## src/rtl/fetch_pkg.sv

```systemverilog
// Shared types and constants for the instruction prefetch queue.
// fetch_queue uses the optional static backward-taken predictor only when FETCH_QUEUE_BTFN_EN is defined.
package fetch_pkg;

    localparam logic [31:0] HALT_INSTR = 32'h000f0033;
    localparam logic [31:0] NOP_INSTR  = 32'h00000013;
    localparam logic [4:0]  OP_BRANCH  = 5'b11000;

    typedef struct packed {
        logic [31:0] pc;
        logic [31:0] instr;
        logic        pred_taken;
    } fq_entry_t;

    function automatic logic [31:0] b_imm(input logic [31:0] instr);
        return {{19{instr[31]}}, instr[31], instr[7], instr[30:25], instr[11:8], 1'b0};
    endfunction

    // A branch with a negative offset is assumed to close a loop, so it is predicted taken.
    function automatic logic is_back_branch(input logic [31:0] instr);
        return (instr[6:2] == OP_BRANCH) && instr[31];
    endfunction

endpackage

```

## src/rtl/fq_fifo.sv

```systemverilog
// Circular buffer of fetched {pc, instr, pred_taken} entries with head/tail/count tracking.
// A flush empties the buffer and overrides any simultaneous push or pop.
module fq_fifo
    import fetch_pkg::*;
#(
    parameter int DEPTH = 4
) (
    input  logic                     clk,
    input  logic                     rst_n,
    input  logic                     ce,
    input  logic                     flush,
    input  logic                     push,
    input  fq_entry_t                push_data,
    input  logic                     pop,
    output fq_entry_t                head_data,
    output logic [$clog2(DEPTH):0]   count
);

    localparam int PW = $clog2(DEPTH);
    localparam int CW = PW + 1;

    fq_entry_t      mem [DEPTH];
    logic [PW-1:0]  head;
    logic [PW-1:0]  tail;
    logic           do_push;
    logic           do_pop;

    assign do_push   = push && !flush;
    assign do_pop    = pop && (count != '0) && !flush;
    assign head_data = mem[head];

    always_ff @(posedge clk) begin
        if (!rst_n) begin
            head  <= '0;
            tail  <= '0;
            count <= '0;
        end else if (ce) begin
            if (flush) begin
                head  <= '0;
                tail  <= '0;
                count <= '0;
            end else begin
                if (do_push) tail <= tail + PW'(1);
                if (do_pop)  head <= head + PW'(1);
                case ({do_push, do_pop})
                    2'b10:   count <= count + CW'(1);
                    2'b01:   count <= count - CW'(1);
                    default: count <= count;
                endcase
            end
        end
    end

    // Storage has no reset; the top masks the head entry whenever the buffer is empty.
    always_ff @(posedge clk) begin
        if (rst_n && ce && do_push) begin
            mem[tail] <= push_data;
        end
    end

endmodule

```

## src/rtl/fetch_queue.sv

```systemverilog
// Instruction prefetch stage: sequential fetch into a DEPTH-entry FIFO feeding ID.
// Define FETCH_QUEUE_BTFN_EN to enable static backward-taken branch prediction.
module fetch_queue
    import fetch_pkg::*;
#(
    parameter int          DEPTH    = 4,
    parameter logic [31:0] RESET_PC = 32'h0,
    parameter int          AW       = 12
) (
    input  logic                     clk,
    input  logic                     rst_n,
    input  logic                     ce,
    output logic                     imem_req,
    output logic [AW-1:0]            imem_addr,
    input  logic [31:0]              imem_rdata,
    input  logic                     redirect,
    input  logic [31:0]              redirect_pc,
    output logic                     deq_valid,
    input  logic                     deq_ready,
    output logic [31:0]              deq_pc,
    output logic [31:0]              deq_instr,
    output logic                     deq_pred_taken,
    output logic                     halted,
    output logic [$clog2(DEPTH):0]   occupancy
);

    logic [31:0]  fetch_pc;
    logic [31:0]  req_pc;
    logic [31:0]  rsp_pc;
    logic         rsp_valid;
    logic         halt_hit;
    logic         pred_hit;
    logic [31:0]  pred_target;
    logic         kill;
    logic         issue;
    logic [$clog2(DEPTH):0] count;
    fq_entry_t    push_entry;
    fq_entry_t    head_entry;

    assign halt_hit = rsp_valid && (imem_rdata == HALT_INSTR);

`ifdef FETCH_QUEUE_BTFN_EN
    assign pred_hit    = rsp_valid && is_back_branch(imem_rdata);
    assign pred_target = rsp_pc + b_imm(imem_rdata);
`else
    assign pred_hit    = 1'b0;
    assign pred_target = rsp_pc;
`endif

    // Anything that changes the fetch stream drops the response still in flight.
    assign kill = redirect || halt_hit || pred_hit;

    // Credit counts the pushing response and the outstanding request; a same-cycle pop is not credited.
    assign issue = !halted && !kill &&
                   ((int'(count) + int'(rsp_valid) + int'(imem_req)) < DEPTH);

    assign push_entry = '{pc: rsp_pc, instr: imem_rdata, pred_taken: pred_hit};

    fq_fifo #(
        .DEPTH (DEPTH)
    ) u_fifo (
        .clk       (clk),
        .rst_n     (rst_n),
        .ce        (ce),
        .flush     (redirect),
        .push      (rsp_valid),
        .push_data (push_entry),
        .pop       (deq_ready),
        .head_data (head_entry),
        .count     (count)
    );

    always_ff @(posedge clk) begin
        if (!rst_n) begin
            fetch_pc  <= RESET_PC;
            req_pc    <= '0;
            rsp_pc    <= '0;
            rsp_valid <= 1'b0;
            imem_req  <= 1'b0;
            imem_addr <= '0;
            halted    <= 1'b0;
        end else if (ce) begin
            rsp_valid <= imem_req && !kill;
            rsp_pc    <= req_pc;
            imem_req  <= issue;
            if (issue) begin
                imem_addr <= fetch_pc[AW+1:2];
                req_pc    <= fetch_pc;
            end
            if (redirect) begin
                fetch_pc <= redirect_pc & ~32'h3;
                halted   <= 1'b0;
            end else begin
                if (halt_hit) halted <= 1'b1;
                if (pred_hit) begin
                    fetch_pc <= pred_target;
                end else if (issue) begin
                    fetch_pc <= fetch_pc + 32'd4;
                end
            end
        end
    end

    assign deq_valid      = (count != '0);
    assign deq_pc         = deq_valid ? head_entry.pc : 32'h0;
    assign deq_instr      = deq_valid ? head_entry.instr : NOP_INSTR;
    assign deq_pred_taken = deq_valid && head_entry.pred_taken;
    assign occupancy      = count;

endmodule

```

## config.mk

```make
export PLATFORM = sky130hd
export DESIGN_NAME = fetch_queue
export DESIGN_NICKNAME = d
export VERILOG_FILES = /design/src/rtl/fetch_pkg.sv /design/src/rtl/fq_fifo.sv /design/src/rtl/fetch_queue.sv
export SDC_FILE = /design/constraint.sdc
export NUM_CORES = 1
export LEC_CHECK = 0
export CAP_MARGIN = 20
export CELL_PAD_IN_SITES_DETAIL_PLACEMENT = 0
export CELL_PAD_IN_SITES_GLOBAL_PLACEMENT = 1
export CORE_ASPECT_RATIO = 1.75
export CORE_MARGIN = 5
export CORE_UTILIZATION = 32
export DETAILED_ROUTE_END_ITERATION = 16
export DONT_BUFFER_PORTS = 1
export PLACE_DENSITY = 0.56
export SYNTH_ARGS = -nofsm -noshare
export SYNTH_HDL_FRONTEND = slang
export SYNTH_HIERARCHICAL = 1
export SYNTH_SLANG_ARGS = --single-unit
```

## constraint.sdc

```tcl
create_clock -name clk -period 2.85 [get_ports clk]
set_input_delay 0.285 -clock clk [delete_from_list [all_inputs] [get_ports clk]]
set_output_delay 0.285 -clock clk [all_outputs]
set_load 0.02 [all_outputs]
```

==> impl_metrics.sql <==
INSERT INTO impl_metrics (metric_group, metric, value, unit) VALUES
('floorplanning', 'die_ar', '51500', 'µm²'),
('critical_path', 'critPathMaxFanout', '40', ''),
('power', 'worst_ir_drop_vdd', '0.338', 'mV'),
('placed_design', 'dp.cells', '1557', ''),
('clock_network', 'cts_sinks', '362', ''),
('sta', 'rsz0062_at_grt', 'no', ''),
('synth', 'yosys.area_share.adder', '0.00633', ''),
('placed_design', 'routabilityCongestion', '0.801', ''),
('cells_and_area', 'layout.nets', '1144', ''),
('critical_path', 'timing.critical_path.arrival', '2.37', 'ns'),
('synth', 'synth-seq-area-share', '0.656', ''),
('clock_network', 'clk_pin_slew', '0.06', 'ns'),
('clock_network', 'cts_max_level', '2', ''),
('placed_design', 'port_buffers', '0', ''),
('sta', 'top_achievable_clock_speed', '377', 'MHz'),
('sta', 'final_hold_violation_count', '0', ''),
('critical_path', 'timing_worst_setup_path_type', 'reg2out', ''),
('placed_design', 'hpwlAfterDp', '23900', 'µm'),
('synth', 'synthesis.instances', '1012', ''),
('synth', 'synth-edff-count', '260', ''),
('sta', 'fin_crit', '2.65', 'ns'),
('hold_path', 'min-delay-path-class', 'in2reg', ''),
('cells_and_area', 'layout_commonest_cell', 'edfxtp_1', ''),
('clock_network', 'tritoncts_clock_tree', 'built', ''),
('synth', 'number_of_synthesized_register_bits', '362', ''),
('detailed_routing', 'drt_drc_violations_left', '0', ''),
('sta', 'max-slew-margin-rel', '0.525', ''),
('power', 'power-per-cell-area', '599', 'nW/µm²'),
('detailed_routing', 'drt_first_pass_iters', '5', ''),
('detailed_routing', 'postRouteAntennaNets', '0', ''),
('floorplanning', 'starting_density_of_the_core', '0.322', ''),
('clock_network', 'clockBufferDepth', '3', ''),
('critical_path', 'data_required_time_of_the_critical_path', '2.57', 'ns'),
('global_routing', 'grt_antenna_before_repair', '1', ''),
('synth', 'yosys.area_share.xor_xnor', '0.00117', ''),
('clock_network', 'clock_latency', '0.53', 'ns'),
('synth', 'synth-compound-area-share', '0.0846', ''),
('outcome', 'outcome', 'finished, final reports clean', ''),
('sta', 'worst_clock_skew', '0.0124', 'ns'),
('floorplanning', 'die_w', '174', 'µm'),
('sta', 'period_share', '0.931', ''),
('clock_network', 'cts_inserted_buffers', '35', ''),
('synth', 'synth.area.mux_share', '0.119', ''),
('floorplanning', 'floorplan.io_pins', '152', ''),
('cells_and_area', 'area.growth.synth_to_final', '17.3', '%'),
('global_routing', 'grt_first_pass_wirelength', '58600', 'µm'),
('clock_network', 'clockRootBuffer', 'clkbuf_16', ''),
('power', 'leakage', '5.79', 'nW'),
('sta', 'setup_violations', '0', ''),
('synth', 'synth.distinct_cells', '68', ''),
('cells_and_area', 'post_layout_nonfiller_instances', '1683', ''),
('cells_and_area', 'layout_common_cells', 'edfxtp_1 (260), dfxtp_1 (99), and2_1 (69)', ''),
('synth', 'synthSimpleGateAreaFrac', '0.102', ''),
('global_routing', 'grt_max_degree', '95', ''),
('critical_path', 'type_of_element_launching_the_critical_path', 'flip-flop', ''),
('cells_and_area', 'layout_cells_sized_above_1', '0.166', ''),
('synth', 'ys.flop_type', 'edfxtp_1', ''),
('sta', 'setup-tns-final', '0', 'ns'),
('critical_path', 'endpoint_kind', 'output port', ''),
('synth', 'yosysWarnings', '6', ''),
('flow_run', 'max-cap-violations', '0', ''),
('synth', 'synth_async_sr_flop_share', '0', ''),
('global_routing', 'overall_overflow_remaining_after_global_route', '0', ''),
('synth', 'avgSynthCellArea', '14.8', 'µm²'),
('global_routing', 'grt_pass1_vias', '9253', ''),
('sta', 'holdWs', '0.0302', 'ns'),
('detailed_routing', 'vias', '8826', ''),
('cells_and_area', 'num_antenna_cells', '0', ''),
('floorplanning', 'die_height', '297', 'µm'),
('synth', 'combinational_family_with_the_most_area_after_synthesis', 'multiplexers', ''),
('detailed_routing', 'wirelength_per_cell', '22.6', 'µm'),
('floorplanning', 'placeableCoreArea', '46600', 'µm²'),
('detailed_routing', 'drt_first_iter_violations', '444', ''),
('detailed_routing', 'detail_route.wirelength', '38000', 'µm'),
('sta', 'worst_slew_pin_slew', '0.708', 'ns'),
('sta', 'maxSlewViolCount', '0', ''),
('detailed_routing', 'routed_via_density', '5.24', ''),
('floorplanning', 'row_count', '105', ''),
('clock_network', 'postCtsSetupBuffers', '0', ''),
('global_routing', 'grt.total_usage', '0.147', ''),
('synth', 'syn-cell-area', '15000', 'µm²');
## metal layers
| metal | vias up | part of all wire | wire, µm | GRT usage |
|---|---|---|---|---|
| met4 | 0 | 0.030 | 1140 | 0.0497 |
| met1 | 4458 | 0.39 | 14900 | 0.171 |
| met2 | 186 | 0.54 | 20400 | 0.273 |
| li1 | 4123 | - | - | - |
| met5 | - | 0 | 0 | 0 |
| met3 | 59 | 0.040 | 1540 | 0.0247 |
## synth_stat cells (15+ instances only)
cell type  count  share of area
a21oi_1       49          0.016
and2_1        69          0.029
buf_2         16         0.0053
buf_4         18         0.0090
clkbuf_1      53          0.013
dfxtp_1      102           0.14
edfxtp_1     260           0.52
mux2i_1       31          0.021
mux4_2        65          0.097
nand2_1       24         0.0060
nand4_1       45          0.019
nor2_1        55          0.014
o311ai_0      15         0.0087
o31ai_1       51          0.025
## registers in the layout, summed over array words and instances (netlist names), named ones only
register      cells
imem_addr        11
u_fifo/tail       2
fetch_pc         30
pred_target      30
u_fifo/count      3
rsp_valid         1
u_fifo/mem      260
halted            1
u_fifo/head       2
req_pc           19
imem_req          1
## power by group
part,leakage (nW),switching [mW],internal [mW]
clock network,0.538,1.97,2.55
logic,2.00,0.189,0.149
registers,3.25,0.0521,5.64
total,5.79,2.21,8.34
## final timing paths
| path | start | to | slack, ns | cells past startpoint |
|---|---|---|---|---|
| max | u_fifo/count[0]$_SDFFE_PN0P_ | deq_instr[26] | 0.20 | 4 |
| min | redirect_pc[17] | fetch_pc[17]$_SDFFE_PN0P_ | 0.03 | 2 |
| max reg2reg | u_fifo/count[0]$_SDFFE_PN0P_ | u_fifo/count[2]$_SDFFE_PN0P_ | 0.30 | 9 |
| min reg2reg | req_pc[22]$_SDFFE_PN0P_ | req_pc[22]$_SDFFE_PN0P_ | 0.47 | 2 |
## metrics by stage
stage	worst slack [ns]	power (mW)	cell area, µm²	utilization
final	0.197	10.6	17600	0.378
after CTS	0.0913	10.7	17600	0.377
after floorplan	0.0550	5.99	15100	-
after global routing	0.0541	11.0	17600	0.378
after global placement	0.461	6.02	15800	0.340
after detailed placement	0.480	6.02	15800	0.340
## repair_timing
| item | in CTS | in global routing |
|---|---|---|
| hold buffers | 62 | 0 |
| resized for setup | 0 | 3 |
| setup endpoints to repair | 0 | 1 |
| endpoints found under the hold margin | 203 | 0 |
## critical path: stages (launching register included)
cell and delay [ns]:
dfxtp_1 0.32, buf_4 0.19, or3_2 0.73, buf_12 0.28, and2_1 0.27
## final cells by class
cell class	count	area (µm²)
clock inverters	19	166
well taps	588	736
inverters	7	26.3
multi-input cells	562	4790
repair buffers	100	1100
fillers	4365	29000
clock buffers	45	945
flip-flops and latches	362	9860
## cells by family after synthesis
logic type / Yosys count
flops: 362
simple gates: 266
compound gates: 178
buf+inv: 99
mux: 97
fa+ha+maj: 7
xor+xnor: 2
other cells: 1
Power figures use the tool's default switching activity.
